`config.mk`:
```
export PLATFORM = sky130hd
export DESIGN_NAME = pipe_adder_flags
export DESIGN_NICKNAME = d
export VERILOG_FILES = /design/src/rtl/pipe_adder_flags.sv
export SDC_FILE = /design/constraint.sdc
export NUM_CORES = 1
export LEC_CHECK = 0
export ABC_AREA = 1
export ABC_CLOCK_PERIOD_IN_PS = 3900
export BUFFER_PORTS_ARGS = -buffer_cell sky130_fd_sc_hd__buf_4
export CELL_PAD_IN_SITES_DETAIL_PLACEMENT = 1
export CELL_PAD_IN_SITES_GLOBAL_PLACEMENT = 2
export CORE_MARGIN = 2
export CORE_UTILIZATION = 39
export DETAILED_ROUTE_END_ITERATION = 10
export PLACE_DENSITY = 0.89
export SLEW_MARGIN = 20
export SYNTH_ARGS = -nofsm -noshare
export SYNTH_HDL_FRONTEND = slang
export SYNTH_SLANG_ARGS = --single-unit
```
`constraint.sdc`:
```
create_clock -name clk -period 3.9 [get_ports clk]
set_input_delay 0.195 -clock clk [delete_from_list [all_inputs] [get_ports clk]]
set_output_delay 0.195 -clock clk [all_outputs]
set_load 0.005 [all_outputs]
```
`src/rtl/pipe_adder_flags.sv`:
```
// rtl/pipe_adder_flags.sv - skewed pipelined ripple-carry adder/subtractor with result flags
module pipe_adder_flags #(
    parameter int WIDTH = 16,
    parameter int CHUNK = 4
) (
    input  logic             clk,
    input  logic             rst_n,
    input  logic             in_valid,
    output logic             in_ready,
    input  logic             sub,
    input  logic [WIDTH-1:0] input1,
    input  logic [WIDTH-1:0] input2,
    output logic             out_valid,
    input  logic             out_ready,
    output logic [WIDTH-1:0] sum,
    output logic             carry,
    output logic             sign,
    output logic             zero,
    output logic             parity,
    output logic             overflow
);
    localparam int NSTG = WIDTH / CHUNK;

    logic             adv;
    logic [WIDTH-1:0] b_eff;
    logic [WIDTH-1:0] fin_sum;
    logic             fin_c;
    logic             fin_v;
    logic             fin_amsb;
    logic             fin_bmsb;

    assign adv      = ~out_valid | out_ready;
    assign in_ready = adv & rst_n;
    assign b_eff    = sub ? ~input2 : input2;

    // Stage k holds the k+1 resolved low chunks plus the still-unadded upper chunks of A and B'.
    for (genvar k = 0; k < NSTG - 1; k++) begin : g_stg
        localparam int UW = WIDTH - (k + 1) * CHUNK;
        logic                     v_q, c_q, v_d, c_d;
        logic [(k+1)*CHUNK-1:0]   s_q, s_d;
        logic [UW-1:0]            a_q, b_q, a_d, b_d;
        logic [CHUNK:0]           part;

        if (k == 0) begin : g_head
            assign part = {1'b0, input1[CHUNK-1:0]} + {1'b0, b_eff[CHUNK-1:0]}
                        + {{CHUNK{1'b0}}, sub};
            assign s_d  = part[CHUNK-1:0];
            assign a_d  = input1[WIDTH-1:CHUNK];
            assign b_d  = b_eff[WIDTH-1:CHUNK];
            assign v_d  = in_valid;
        end else begin : g_body
            assign part = {1'b0, g_stg[k-1].a_q[CHUNK-1:0]} + {1'b0, g_stg[k-1].b_q[CHUNK-1:0]}
                        + {{CHUNK{1'b0}}, g_stg[k-1].c_q};
            assign s_d  = {part[CHUNK-1:0], g_stg[k-1].s_q};
            assign a_d  = g_stg[k-1].a_q[UW+CHUNK-1:CHUNK];
            assign b_d  = g_stg[k-1].b_q[UW+CHUNK-1:CHUNK];
            assign v_d  = g_stg[k-1].v_q;
        end
        assign c_d = part[CHUNK];

        // Bubbles leave the data registers untouched; only the valid bit moves.
        always_ff @(posedge clk or negedge rst_n) begin
            if (!rst_n) begin
                v_q <= 1'b0;
                c_q <= 1'b0;
                s_q <= '0;
                a_q <= '0;
                b_q <= '0;
            end else if (adv) begin
                v_q <= v_d;
                if (v_d) begin
                    c_q <= c_d;
                    s_q <= s_d;
                    a_q <= a_d;
                    b_q <= b_d;
                end
            end
        end
    end

    if (NSTG == 1) begin : g_single
        logic [WIDTH:0] full;
        assign full     = {1'b0, input1} + {1'b0, b_eff} + {{WIDTH{1'b0}}, sub};
        assign fin_sum  = full[WIDTH-1:0];
        assign fin_c    = full[WIDTH];
        assign fin_v    = in_valid;
        assign fin_amsb = input1[WIDTH-1];
        assign fin_bmsb = b_eff[WIDTH-1];
    end else begin : g_multi
        logic [CHUNK:0] top;
        assign top      = {1'b0, g_stg[NSTG-2].a_q} + {1'b0, g_stg[NSTG-2].b_q}
                        + {{CHUNK{1'b0}}, g_stg[NSTG-2].c_q};
        assign fin_sum  = {top[CHUNK-1:0], g_stg[NSTG-2].s_q};
        assign fin_c    = top[CHUNK];
        assign fin_v    = g_stg[NSTG-2].v_q;
        assign fin_amsb = g_stg[NSTG-2].a_q[CHUNK-1];
        assign fin_bmsb = g_stg[NSTG-2].b_q[CHUNK-1];
    end

    always_ff @(posedge clk or negedge rst_n) begin
        if (!rst_n) begin
            out_valid <= 1'b0;
            sum       <= '0;
            carry     <= 1'b0;
            sign      <= 1'b0;
            zero      <= 1'b0;
            parity    <= 1'b0;
            overflow  <= 1'b0;
        end else if (adv) begin
            out_valid <= fin_v;
            if (fin_v) begin
                sum      <= fin_sum;
                carry    <= fin_c;
                sign     <= fin_sum[WIDTH-1];
                zero     <= (fin_sum == '0);
                parity   <= ~^fin_sum;
                overflow <= (fin_amsb == fin_bmsb) && (fin_sum[WIDTH-1] != fin_amsb);
            end
        end
    end
endmodule

```
==> results of run 1 <==
-- synthesized netlist by cell type --
cell type	instances	share of area
a211oi_1	1	0.0016
nor2_8	3	0.013
xnor2_1	16	0.030
clkinv_1	1	0.00079
nand2_8	1	0.0042
nand2_1	159	0.13
o2111ai_1	1	0.0018
o21ai_1	6	0.0063
fa_1	7	0.030
xor2_1	5	0.0092
a21oi_1	7	0.0074
nor2_1	9	0.0071
nand3_1	14	0.015
buf_4	8	0.013
a21oi_2	1	0.0018
o21ai_0	63	0.066
a31oi_1	1	0.0013
nor2_4	1	0.0024
o211ai_1	1	0.0016
buf_2	9	0.0095
nand2_2	1	0.0013
nand4_1	1	0.0013
ha_1	19	0.050
o21ai_2	10	0.018
nor3_1	2	0.0021
buf_6	2	0.0047
inv_2	3	0.0024
inv_1	59	0.047
or2_2	1	0.0013
inv_4	2	0.0026
dfrtp_1	99	0.52
-- per-layer routing --
layer	part of all wire	global-route usage
met5	0	0
met4	0.022	0.07561
met3	0.037	0.03335
met2	0.47	0.2710
met1	0.47	0.2227
-- cells by family after synthesis --
logic type                 after synthesis  synth area share
AOI/OAI and AO/OA                       91            0.1068
buffers and inverters                   84           0.07940
and+or+nand+nor                        192            0.1730
DFF                                     99            0.5223
adders and majority gates               26           0.07966
xor gates and xnor gates                21           0.03877
-- through the flow --
step / utilization / hold slack, ns
2_1_floorplan: - / -0.1006
3_3_place_gp: 0.4389 / 0.3125
3_5_place_dp: 0.4389 / 0.3324
4_1_cts: 0.4645 / 0.03263
5_1_grt: 0.4645 / 0.04115
6_report: 0.4645 / 0.03479
-- state kept, by name, summed over array words and instances (netlist names) --
register and flops:
g_stg.a_q 24, g_stg.b_q 24, g_stg.s_q 24, sum 16, g_stg.c_q 3, g_stg.v_q 2, carry 1, fin_v 1
out_valid 1, overflow 1, parity 1, zero 1
-- worst paths after layout --
path	endpoint	startpoint	slack, ns	cells past startpoint
setup / recovery	parity	g_stg[2].c_q	1.53	14
hold / removal	g_stg[0].a_q[11]	input1[15]	0.03	3
setup reg to reg	parity	g_stg[2].c_q	1.53	14
hold reg to reg	g_stg[2].b_q[2]	g_stg[2].b_q[2]	0.48	2
max in group asynchronous	g_stg[1].s_q[0]	rst_n	2.44	3
min in group asynchronous	g_stg[0].a_q[0]	rst_n	0.46	2
-- critical path, stage by stage (launching register included) --
cell,delay [ns]
dfrtp_1,0.33
inv_1,0.07
fa_1,0.46
fa_1,0.47
ha_1,0.31
inv_1,0.06
nand3_1,0.07
nand2_1,0.09
inv_1,0.04
nand2_1,0.05
nand2_1,0.07
inv_1,0.06
nand2_1,0.05
nand3_1,0.07
nand2_1,0.05
-- power by group --
| group | switching [uW] | internal (uW) |
|---|---|---|
| registers | 209 | 1440 |
| clock network | 390 | 514 |
| logic | 1140 | 741 |
| total | 1740 | 2690 |
-- cells in the final DEF, fill, tap and decap left out, types with 2 or more instances in the layout --
cell type	count
nand2_1	159
dfrtp_1	99
o21ai_0	63
buf_4	60
inv_1	59
ha_1	19
xnor2_1	16
nand3_1	14
o21ai_2	10
nor2_1	9
clkbuf_16	9
a21oi_1	7
fa_1	7
o21ai_1	6
xor2_1	5
nor2_8	3
inv_2	3
inv_4	2
nor3_1	2
clkinvlp_4	2
clkbuf_1	2
-- area by class of cell --
| class | instances | area (um2) | area share |
|---|---|---|---|
| inverter | 65 | 249.0 | 0.04481 |
| multi-input combinational | 330 | 1889 | 0.3400 |
| tap | 147 | 183.9 | 0.03310 |
| clock inverter | 4 | 50.05 | 0.009007 |
| sequential | 99 | 2477 | 0.4458 |
| clock buffer | 12 | 246.5 | 0.04436 |
| timing repair buffer | 61 | 460.4 | 0.08286 |
-- repair_timing --
item	CTS	global route
buffers inserted	0	0
hold buffers	1	0
hold endpoints to repair	60	0
==> results.md, run 1 <==
- Register area share after synthesis: 0.5223
- Ys Warns: 0
- Die Ht: 114.3 um
- Gpl congestion: 0.8128
- CP required: 4.14 ns
- Worst Hold Class: primary input to flop
- Tot Pwr: 4436 uW
- Drt initial violations: 174
- Placed instance count: 701
- GRT Util Overall: 0.1689
- Crit. End Element: flop
- Status: complete, no violations
- DR DRC count: 0
- Core Rows: 40
- Crit Path Category: flop to flop
- Vias per cell: 4.702
- Reg clk slew, reported paths: 0.07 ns
- CP Max Fanout: 2
- CTS-repair resized insts: 0
- Final WS setup: 1.533 ns
- RSZ-0062 raised after global routing: no
- Largest net degree at the start of global routing: 63
- CP Launch Type: flop
- Initial DRT Pass Iterations: 6
- GR Overflow Total: 0
- Initial antenna violation count: 0
- Routed WL per cell: 13.67 um
- Total of max-cap violations: 0
- Slew @ Worst Pin: 0.7743 ns
- CTS tree: done
- Net count after synthesis: 576
- Area after DPL: 5250 um2
- WL final: 9812 um
- Clock Tree Buf Depth: 2
- IO buf count: 59
- Peak VDD IR: 0.0002177 V
- F_max: 422.5 MHz
- CTS Sinks: 99
- Initial Util: 0.3965
- Synth Area per Inst: 9.246 um2
- Synth Register Bits: 99
- Ant. Diodes: 0
- Core footprint: 11,960 um2
- Leakage Power: 0.002792 uW
- Fin cells: 718
- Post-detail-place hpwl: 7059 um
- Max_slew headroom: 0.4838
- Max-slew violation count: 0
- Setup TNS: 0 ns
- Netlist cell types: 31
- Number of buffers created by CTS: 9
- PD cells: 798.3 nW/um2
- Pre-CTS WS: 1.543 ns
- Final Cell Area: 5557 um2
- Ports: 60
- Synth-to-layout area growth: 17.15%
- Die Width: 114.3 um
- Cells after synthesis: 513
- Clock Skews: 0.006581 ns
- Number of global-route vias before repair: 3,589
- Final ANT Viol Nets: 0
- Layout cells sized above 1: 0.1699
- Crit path DAT: 2.61 ns
- Die area: 13,060 um2
- Fillers: 1,431
- Root Buffer: clkbuf_16
- Routed vias: 3,376
- Fin crit period: 2.367 ns
- Fin crit share: 0.6068
- H-tree levels: 3
- Nets: 629
- Post-synthesis cell area: 4743 um2
- Final Hold Fails: 0
- First-pass GRT wire length: 17,310 um
- Worst-Skew Late Latency: 0.35 ns
- Final setup vio count: 0
(Power assumes the default switching activity.)
==> run 2: changes to the inputs <==
- ABC_CLOCK_PERIOD_IN_PS: 3900 -> 2000
- CORE_UTILIZATION: 39 -> 32
- PLACE_DENSITY: 0.89 -> 0.79
- clock period: 3.9 -> 2 ns (I/O delays scaled with it)
==> run 2 against run 1 <==
The flow now finishes with violations (setup timing). Sequential share of layout area down 1.9 points. Die area grew 21%. Count of clock-buffer cells in the layout decreased by 1. Critical path depth decreased by 2. Critical path type unchanged. Critical endpoint unchanged. Largest power group unchanged.
==> results.md, run 2 (synthesis gave the netlist of run 1 again) <==
- Status: finished, violations left
- Violated checks: setup timing
- CTS Sinks: 99
- Most frequent cells in the layout: nand2_1, dfrtp_1, o21ai_0, buf_4, inv_1
- GR Overflow Total: 0
- Fin crit period: 2.282 ns
- Die Width: 125.8 um
- Number of global-route vias before repair: 3,573
- Hold Crit Depth: 3
- Synth-to-layout area growth: 22.29%
- Slowest stage delay, CP: 0.63 ns
- Fin crit share: 1.141
- Max_slew headroom: 0.6604
- Routed vias: 3,417
- H-tree levels: 3
- Vias per cell: 4.438
- Gpl congestion: 0.7546
- WL final: 9882 um
- Core Rows: 44
- Area after DPL: 5334 um2
- CP required: 2.24 ns
- Largest net degree at the start of global routing: 80
- Commonest non-fill, non-tap cell in the layout: nand2_1
- R2R Path Start: g_stg[2].a_q[0]
- Die area: 15,810 um2
- Worst Hold Launch: input2[10]
- Drt initial violations: 129
- Number of buffers created by CTS: 9
- CP Max Fanout: 2
- Peak VDD IR: 0.0004965 V
- Clock Skews: 0.009516 ns
- Final ANT Viol Nets: 0
- Initial DRT Pass Iterations: 4
- Reg clk slew, reported paths: 0.06 ns
- Die Ht: 125.8 um
- Fin cells: 770
- Crit. End Element: flop
- Nets: 644
- Crit Reg-Reg Endpoint: parity
- Crit path DAT: 2.53 ns
- PD cells: 1553 nW/um2
- Ports: 60
- Largest delay share family, worst path: adder cells
- CTS tree: done
- Tot Pwr: 9006 uW
- Max-slew violation count: 0
- Worst-Skew Late Latency: 0.35 ns
- Final WS setup: -0.2817 ns
- Pre-CTS WS: -0.2774 ns
- IO buf count: 59
- Crit Path Category: flop to flop
- CP Launch Type: flop
- RSZ-0062 raised after global routing: yes
- DR DRC count: 0
- Hold Path End: g_stg[0].b_q[6]
- Most Crowded Layer GR: met2
- First-pass GRT wire length: 16,950 um
- Worst Hold Class: primary input to flop
- Core footprint: 14,530 um2
- Largest registers: g_stg.a_q x24, g_stg.b_q x24, g_stg.s_q x24
- Final Cell Area: 5801 um2
- Placed instance count: 741
- Routed WL per cell: 12.83 um
- CP max-delay cell: fa_2
- CP Depth: 12
- Clock Tree Buf Depth: 2
- GRT Util Overall: 0.1336
- F_max: 438.3 MHz
- Met1 Resource Use GR: 0.1757
- Bufs and invs on worst path: 2
- Slew @ Worst Pin: 0.5087 ns
- Ant. Diodes: 0
- GRT met3 Usage: 0.04418
- Initial Util: 0.3264
- R2R cell count: 12
- Flop2flop setup slack: -0.28 ns
- GR Layer Usage met2: 0.2114
- Crit-path cells: inv_2 > fa_2 > fa_2 > ha_4 > inv_2 > nand3_2 > nand2_2 > nand3_1 > nand2_2 > nand2_1 > nand3_2 > nand2_1
- Leakage Power: 0.002861 uW
- Total of max-cap violations: 0
- Initial antenna violation count: 0
- Layout cells sized above 1: 0.1928
- Final Hold Fails: 0
- Post-detail-place hpwl: 7227 um
- Root Buffer: clkbuf_16
- Post-Route Utilization: 0.3991
- Final setup vio count: 2
==> run 2: final cells by class <==
type	count	area (um2)
Fill cell	1699	8733
Sequential cell	99	2477
Multi-Input combinational cell	330	1924
Timing Repair Buffer	76	615.6
Inverter	65	249.0
Clock buffer	11	242.7
Tap cell	184	230.2
Clock inverter	5	61.31
==> run 2: worst max path at each step <==
stage | startpoint | endpoint
floorplan | g_stg[2].c_q | parity
global placement | g_stg[2].c_q | parity
detailed placement | g_stg[2].c_q | parity
CTS | g_stg[2].c_q | parity
global route | g_stg[2].a_q[0] | parity
finish | g_stg[2].a_q[0] | parity
==> run 2: where the power goes <==
group	internal (uW)	leakage, uW	switching (uW)	total, uW
sequential	2800	0.00124	398	3200
clock	1010	0.000138	747	1750
combinational	1660	0.00148	2400	4050
total	5460	0.00286	3540	9010
==> run 2: what timing repair did <==
| item | in CTS | in global routing |
|---|---|---|
| gates resized for setup | 1 | 11 |
| endpoints found under the setup margin | 1 | 2 |
| hold buffers | 13 | 0 |
| hold endpoints to repair | 32 | 0 |
| cloned | 0 | 0 |
| pin swaps | 0 | 7 |
| buffers inserted | 0 | 0 |
==> run 2: per-stage QoR <==
stage | setup TNS [ns] | hold slack [ns]
after global placement | -0.1802 | 0.01290
final | -0.2829 | 0.04415
after floorplan | -0.09489 | -0.1956
after detailed placement | -0.2774 | 0.01987
after global routing | -0.5307 | 0.05371
after CTS | -0.2778 | 0.03801
==> run 2: tightest hold or removal path, stage by stage <==
cell     delay (ns)
buf_4          0.08
xnor2_1        0.10
o21ai_0        0.07
==> run 2: layer usage <==
layer / share of wire / wire length (um) / vias to the layer above
met3: 0.049 / 487 / 15
met5: 0 / 0 / -
met1: 0.48 / 4791 / 1591
met4: 0.015 / 152 / 0
met2: 0.45 / 4451 / 60
li1: - / - / 1751
